[src/rtl/cargo_stop_scheduler.sv]
// cargo_stop_scheduler: stop queue and door-dwell sequencer; define CARGO_FIT_EN for in-route (carona) insertion
module cargo_stop_scheduler #(
  parameter int FLOORS       = 4,
  parameter int FLOOR_W      = 2,
  parameter int TYPE_W       = 2,
  parameter int DEPTH        = 16,
  parameter int DWELL_CYCLES = 2000
) (
  input  logic                     clock,
  input  logic                     reset_n,
  input  logic                     req_valid,
  output logic                     req_ready,
  input  logic [FLOOR_W-1:0]       req_origin,
  input  logic [FLOOR_W-1:0]       req_dest,
  input  logic [TYPE_W-1:0]        req_type,
  input  logic [FLOOR_W-1:0]       cur_floor,
  output logic                     stop_valid,
  output logic [FLOOR_W-1:0]       stop_floor,
  output logic                     stop_is_origin,
  output logic [TYPE_W-1:0]        stop_type,
  output logic                     going_up,
  output logic                     door_open,
  output logic                     served,
  output logic [$clog2(DEPTH):0]   count,
  output logic                     err_req
);
  localparam int AW = $clog2(DEPTH);
  localparam int EW = 1 + TYPE_W + FLOOR_W;
  localparam int TW = DWELL_CYCLES > 1 ? $clog2(DWELL_CYCLES) : 1;
  localparam logic [TW-1:0] LAST = TW'(DWELL_CYCLES - 1);
  localparam logic [FLOOR_W:0] FL = (FLOOR_W + 1)'(FLOORS);
  localparam logic [AW:0] ROOM = (AW + 1)'(DEPTH - 2);
  typedef enum logic [2:0] {IDLE, SCAN_O, INS_O, SCAN_D, INS_D} ins_t;
  typedef enum logic [1:0] {WAIT, DWELL, POP} svc_t;
  ins_t ins_state;
  svc_t svc_state;
  logic [EW-1:0] ent [DEPTH];
  logic [FLOOR_W-1:0] p_org, p_dst, ins_floor;
  logic [TYPE_W-1:0] p_typ;
  logic [TW-1:0] timer;
  logic [AW:0] ins_pos;
  logic accept, bad, pop_now, ins_idle, dwell_go, leave;
  assign accept    = req_valid && req_ready;
  assign bad       = req_origin == req_dest || {1'b0, req_origin} >= FL || {1'b0, req_dest} >= FL;
  assign pop_now   = svc_state == POP;
  assign ins_idle  = ins_state == IDLE;
  assign req_ready = ins_idle && count <= ROOM && !pop_now;
  assign stop_valid = count != '0;
  assign {stop_is_origin, stop_type, stop_floor} = ent[0];
  assign going_up  = stop_floor > cur_floor;
  assign ins_floor = (ins_state == SCAN_O || ins_state == INS_O) ? p_org : p_dst;
  assign dwell_go  = svc_state == WAIT && stop_valid && cur_floor == stop_floor && ins_idle;
  // a request accepted in the same cycle holds the dwell so a pop never overlaps an insertion
  assign leave     = timer == LAST && ins_idle && !accept;
`ifdef CARGO_FIT_EN
  logic [AW:0] idx, pos;
  logic [AW-1:0] im1;
  logic [FLOOR_W-1:0] a, b;
  logic p_up, fit;
  assign im1     = AW'(idx - 1'b1);
  assign a       = idx == '0 ? cur_floor : ent[im1][FLOOR_W-1:0];
  assign b       = ent[idx[AW-1:0]][FLOOR_W-1:0];
  assign fit     = idx < count && (p_up ? (a < ins_floor && ins_floor < b) : (a > ins_floor && ins_floor > b));
  assign ins_pos = pos;
`else
  assign ins_pos = count;
`endif
  // stop storage, request intake and the insert FSM; pops shift the queue toward the head
  always_ff @(posedge clock or negedge reset_n)
    if (!reset_n) begin
      ins_state <= IDLE;
      count <= '0;
      err_req <= 1'b0;
      p_org <= '0;
      p_dst <= '0;
      p_typ <= '0;
      for (int j = 0; j < DEPTH; j++) ent[j] <= '0;
`ifdef CARGO_FIT_EN
      idx <= '0;
      pos <= '0;
      p_up <= 1'b0;
`endif
    end else begin
      err_req <= accept && bad;
      if (pop_now) begin
        for (int j = 0; j < DEPTH - 1; j++) ent[j] <= ent[j + 1];
        count <= count - 1'b1;
      end
      case (ins_state)
        IDLE: if (accept && !bad) begin
          p_org <= req_origin;
          p_dst <= req_dest;
          p_typ <= req_type;
`ifdef CARGO_FIT_EN
          p_up <= req_dest > req_origin;
          idx <= (door_open || dwell_go) ? (AW + 1)'(1) : '0;
          ins_state <= SCAN_O;
`else
          ins_state <= INS_O;
`endif
        end
`ifdef CARGO_FIT_EN
        SCAN_O, SCAN_D: if (fit || idx == count) begin
          pos <= idx;
          ins_state <= ins_state == SCAN_O ? INS_O : INS_D;
        end else idx <= idx + 1'b1;
`endif
        INS_O, INS_D: begin
          for (int j = 1; j < DEPTH; j++)
            if ((AW + 1)'(j) > ins_pos && (AW + 1)'(j) <= count) ent[j] <= ent[j - 1];
          ent[ins_pos[AW-1:0]] <= {ins_state == INS_O, p_typ, ins_floor};
          count <= count + 1'b1;
`ifdef CARGO_FIT_EN
          idx <= pos + 1'b1;
          ins_state <= ins_state == INS_O ? SCAN_D : IDLE;
`else
          ins_state <= ins_state == INS_O ? INS_D : IDLE;
`endif
        end
        default: ins_state <= IDLE;
      endcase
    end
  // service FSM: open the door at the head stop, run the dwell timer, then pop
  always_ff @(posedge clock or negedge reset_n)
    if (!reset_n) begin
      svc_state <= WAIT;
      timer <= '0;
      door_open <= 1'b0;
      served <= 1'b0;
    end else begin
      served <= pop_now;
      case (svc_state)
        WAIT: if (dwell_go) begin
          svc_state <= DWELL;
          timer <= '0;
          door_open <= 1'b1;
        end
        DWELL: if (leave) begin
          svc_state <= POP;
          door_open <= 1'b0;
        end else if (timer != LAST) timer <= timer + 1'b1;
        POP: svc_state <= WAIT;
        default: svc_state <= WAIT;
      endcase
    end
endmodule

[config.mk]
export PLATFORM = sky130hd
export DESIGN_NAME = cargo_stop_scheduler
export DESIGN_NICKNAME = d
export VERILOG_FILES = /design/src/rtl/cargo_stop_scheduler.sv
export SDC_FILE = /design/constraint.sdc
export NUM_CORES = 1
export LEC_CHECK = 0
export ABC_AREA = 1
export BUFFER_PORTS_ARGS = -buffer_cell sky130_fd_sc_hd__buf_2
export CAP_MARGIN = 40
export CORE_UTILIZATION = 48
export CTS_BUF_LIST = sky130_fd_sc_hd__clkbuf_4
export DETAILED_ROUTE_END_ITERATION = 10
export SLEW_MARGIN = 15
export SYNTH_ARGS = -nofsm -noshare
export SYNTH_HDL_FRONTEND = slang
export SYNTH_SLANG_ARGS = --single-unit
[constraint.sdc]
create_clock -name clock -period 2.3 [get_ports clock]
set_clock_uncertainty 0.15 [all_clocks]
set_input_delay 0.23 -clock clock [delete_from_list [all_inputs] [get_ports clock]]
set_output_delay 0.23 -clock clock [all_outputs]
set_load 0.05 [all_outputs]
# Yosys cells after proc, flatten, opt, wreduce, memory -nomap -nowiden
# Index checks and enable logic that the tools add are counted.
[op_classes]
addsub = 3
n_lt_le_gt_ge = 34
n_eq_ne = 14
mux = 51
bitwise_logic = 1
reduce_logical = 40
[ops]
columns = ["cell", "count"]
rows = [
  ["5-bit 2-to-1 mux", 33],
  ["80-bit bitwise mux", 1],
  ["80-bit 2-to-1 mux", 1],
  ["75-bit 2-to-1 mux", 1],
  ["4-bit by 5-bit greater-than comparator with 1-bit output (first input constant)", 8],
  ["4-bit by 5-bit less-or-equal comparator with 1-bit output (first input constant)", 8],
  ["11-bit 2-to-1 mux", 3],
  ["1-bit logical AND", 26],
  ["11-bit one-hot mux with 2 select lines", 1],
  ["5-bit demux with 4-bit select", 1],
  ["3-bit by 5-bit greater-than comparator with 1-bit output (first input constant)", 4],
  ["3-bit by 5-bit less-or-equal comparator with 1-bit output (first input constant)", 4],
  ["11-bit by 1-bit adder with 11-bit output (second input constant)", 1],
  ["11-bit equality test (second input constant)", 1],
  ["11-bit inequality test (second input constant)", 1],
  ["2-bit by 5-bit greater-than comparator with 1-bit output (first input constant)", 2],
  ["2-bit by 5-bit less-or-equal comparator with 1-bit output (first input constant)", 2],
  ["2-bit inequality test (second input constant)", 4],
  ["2-bit 2-to-1 mux", 3],
  ["3-bit 2-to-1 mux", 2],
  ["3-bit one-hot mux with 2 select lines", 1],
  ["5-bit by 1-bit adder with 5-bit output (second input constant)", 1],
  ["5-bit greater-or-equal comparator (second input constant)", 1],
  ["1-bit by 5-bit greater-than comparator with 1-bit output (first input constant)", 1],
  ["26 further kinds", 32],
]
[totals]
reg_bits = 110
inputBits = 11
out_inout_bits = 16
elab_cells = 169

# Longest topological paths before layout
[depth]
word_depth = 8
mapped_depth = 10
mapped_depth_nobuf = 9

# Worst setup path after synthesis
# OpenSTA, ideal clock, no wires.
[synth_path]
path_kind = "reg-to-reg"
startpoint = "register count[0]"
endpoint = "register timer[9]"
setup_time_ns = 0.127
t_arrival_ns = 1.904
required_ns = 2.023
slack_ns = 0.120
stages_incl_launch_ff = 10
path_buffers = 1
period_less_slack_ns = 2.180
path_cell_list = "dfrtp_1 inv_1 ha_1 nand3_2 nand3_2 nand2_1 nand2_1 buf_4 nand2_1 o21ai_0"
[synth_via]
word_cells_on_any_way = 13
classes_between = "order compare (1); eq/ne (2); reduce/logical (10)"
[synth_rtl]
columns = ["element", "line_no", "source"]
rows = [
  ["from (decl)", "24", "output logic [$clog2(DEPTH):0] count,"],
  ["from (signal assigned)", "87", "count <= count - 1'b1;"],
  ["from (signal assigned)", "112", "count <= count + 1'b1;"],
  ["5-bit nonzero test", "48", "assign stop_valid = count != '0;"],
  ["named net stop_valid", "17", "output logic stop_valid,"],
  ["1-bit logical AND (3 in series)", "52", "assign dwell_go = svc_state == WAIT && stop_valid && cur_floor == stop_floor && ins_idle;"],
  ["2-bit inequality test (no source line)", "--", ""],
  ["4-bit AND reduction (no source line)", "--", ""],
  ["to (signal assigned)", "141", "end else if (timer != LAST) timer <= timer + 1'b1;"],
  ["to (decl)", "40", "logic [TW-1:0] timer;"],
]
# The timed path passes the listed nets, and every way through them passes these cells.
# A chain may end at the register's enable or synchronous reset.

# Worst setup path after layout
[layout_path]
startpoint = "register ins_state[1]"
endpoint = "output req_ready"
[layout_via]
elab_chain_cells = 3
[layout_lines]
columns = ["element", "line_no", "source"]
rows = [
  ["from (decl)", "35", "ins_t ins_state;"],
  ["from (signal assigned)", "117", "ins_state <= ins_state == INS_O ? INS_D : IDLE;"],
  ["3-bit logical NOT", "46", "assign ins_idle = ins_state == IDLE;"],
  ["1-bit logical AND (2 in series)", "47", "assign req_ready = ins_idle && count <= ROOM && !pop_now;"],
  ["to (decl)", "12", "output logic req_ready,"],
]
# Every way passes these cells.

==> results.toml <==
[logic_synthesis]
synthCells = 674
yosysTopAreaCellShare_pct = 49.7
syn_nets = 696
syn_avg_cell_area_um2 = 8.14
seq_area_frac_synth_pct = 49.7
synth_warnings = 0
yosys_register_bits = 109
post-synth-top-area-cell = "dfrtp_1"
yosysUniqueCellTypes = 35
netlist_area_um2 = 5490
synth.area.top_cells = "dfrtp_1, nand2_1, o21ai_0, inv_1, nor2_1"

[timing]
whs_ns = 0.184
fmax_ghz = 0.465
period_needed_ns = 2.15
rsz0062_at_grt = "no"
fin_setup_tns_ns = 0
finalWorstSetupSlack_ns = 0.150
setup_viol = 0
final_hold_viol_count = 0
finalMaxSlewViolations = 0
worstMarginPinSlew_ns = 0.593
timing.final.crit_share_pct = 93.5
relSlewSlack_pct = 60.5

[run]
maxCapViolCount = 0

[critical_path]
required_ns = 1.92
cp_max_fo = 6
end_kind = "output port"
arrival_ns = 1.77
crit_path_max_incr_delay_ns = 0.45
crit_chain = "inv_2 -> ha_4 -> nand2_1 -> nor2_2 -> and2_2 -> buf_4"
worst-path-buf-inv = 2
reg2regPathDepth = 8
crit_cells = 6
cpMaxStageDelayCell = "dfrtp_1"
path_class = "flop to output port"
crit_family = "flip-flops"
start_kind = "flop"

[place]
io_buffers = 26
gp_congestion = 0.869
placed_cells = 823
place_area_um2 = 5770
preCtsSetupSlack_ns = 0.222
dpl.hpwl_mm = 8.69

[floorplanning]
start_util_pct = 50.0
die_x_um = 109
dieArea_um2 = 11900
ios = 27
std_cell_rows = 38
die_h_um = 109
core_region_area_um2 = 11000

[finish]
area_growth_pct = 9.42
layout_common_cells = "nand2_1, dfrtp_1, o21ai_0"
fill_cells = 1050
nets = 726
final_common_cell = "nand2_1"
top_regs = "ent x70, timer x11, count x5"
layout-drive-gt1-share_pct = 12.0
fin_area_um2 = 6000
largest_reg_flops = 70
top_register = "ent"
final_cells = 848
final_util_pct = 54.7

[clock_tree]
clock_latency_ns = 0.48
numCtsBuffers = 9
clock_path_buffers = 2
htreeDepth = 3
numClockSinks = 109
root_buffer = "clkbuf_4"
cts_tree = "yes"
path_clk_slew_ns = 0.16

[routing]
post_drt_wl_per_cell_um = 15.2
final_antenna_net_count = 0
drtIter0Drc = 356
drc_errors = 0
routed-via-count = 4488
viasPerCell = 5.29
wl_mm = 12.9
dr.pass1.iters = 5

[global_route]
grt_max_degree = 110
grt_pass1_vias = 4322
grt_usage_pct = 24.2
grt_pass1_wl_mm = 21.8
antenna_found_initial = 1
gr-total-overflow = 0

[pwr]
power.static_leakage_nw = 2.93
powerDensity_nw_per_um2 = 1260
total_power_mw = 7.57
ir_drop_v = 0.000846

[outcome]
status = "finished, final reports clean"

[worst_hold_path]
hold_path_class = "primary input to asynchronous set/reset pin"
power by group:
| part | internal [mW] | switching [mW] |
|---|---|---|
| clock | 0.341 | 0.598 |
| sequential | 2.74 | 0.520 |
| combinational | 1.12 | 2.26 |
| total | 4.19 | 3.37 |
final timing paths:
check | slack (ns) | startpoint | endpoint
worst max-delay path | 0.15 | ins_state[1]$_DFFE_PN0P_ | req_ready
worst min-delay path | 0.18 | reset_n | p_dst[1]$_DFFE_PN0P_
worst max register to register | 0.24 | ins_state[2]$_DFFE_PN0P_ | ent[15]$_DFF_PN0_
worst min register to register | 0.34 | door_open$_DFFE_PN0P_ | door_open$_DFFE_PN0P_
max in group asynchronous | 1.33 | reset_n | ent[19]$_DFF_PN0_
min in group clock | 0.23 | cur_floor[0] | door_open$_DFFE_PN0P_
final cells by class:
cell class	count	area [um2]	share of cell area (%)
Sequential cell	109	2730	45.4
Tap cell	140	175	2.92
Timing Repair Buffer	49	365	6.08
Multi-Input combinational cell	462	2340	38.9
Inverter	73	274	4.56
Clock inverter	3	38.8	0.646
Clock buffer	11	82.6	1.38
Antenna cell	1	2.50	0.0417
tightest hold or removal path: cells and delay by family:
kind	cells	cell delay (ns)
buffers and inverters	3	1.07
layer usage:
layer,part of all wire (%),global-route usage (%)
met3,3.8,5.74
met5,0,0
met2,47,38.8
met1,48,32.7
met4,1.2,6.18
Yosys cell counts, drive strengths merged:
cell type  number
o221ai          1
dfrtp         109
and2            1
a211oi          1
a21oi          24
nand3          28
a31oi           9
buf            25
o21ai          86
o31ai           3
clkbuf          5
a22oi          15
clkinv          1
nand2         172
xnor2           2
o211ai          2
xor2            6
o22ai          17
ha             11
nor2           72
nor3            3
nand4           6
inv            72
or2             3
cell families after synthesis:
kind of cell             after synthesis  share of synthesized area (%)
adder cells (fa/ha/maj)               11                           2.51
XOR/XNOR                               8                           1.28
buffers and inverters                103                           8.03
AND/OR/NAND/NOR                      285                           22.4
flip-flops                           109                           49.7
AO/OA/AOI/OAI                        158                           16.1
repair_timing:
action | 4_1_cts | 5_1_grt
gates resized for setup | 4 | 2
setup buffers | 0 | 2
hold buffers | 8 | 0
endpoints found under the hold margin | 116 | 0
endpoints found under the setup margin | 1 | 1
Note: power is estimated with default switching activity, not from simulation.
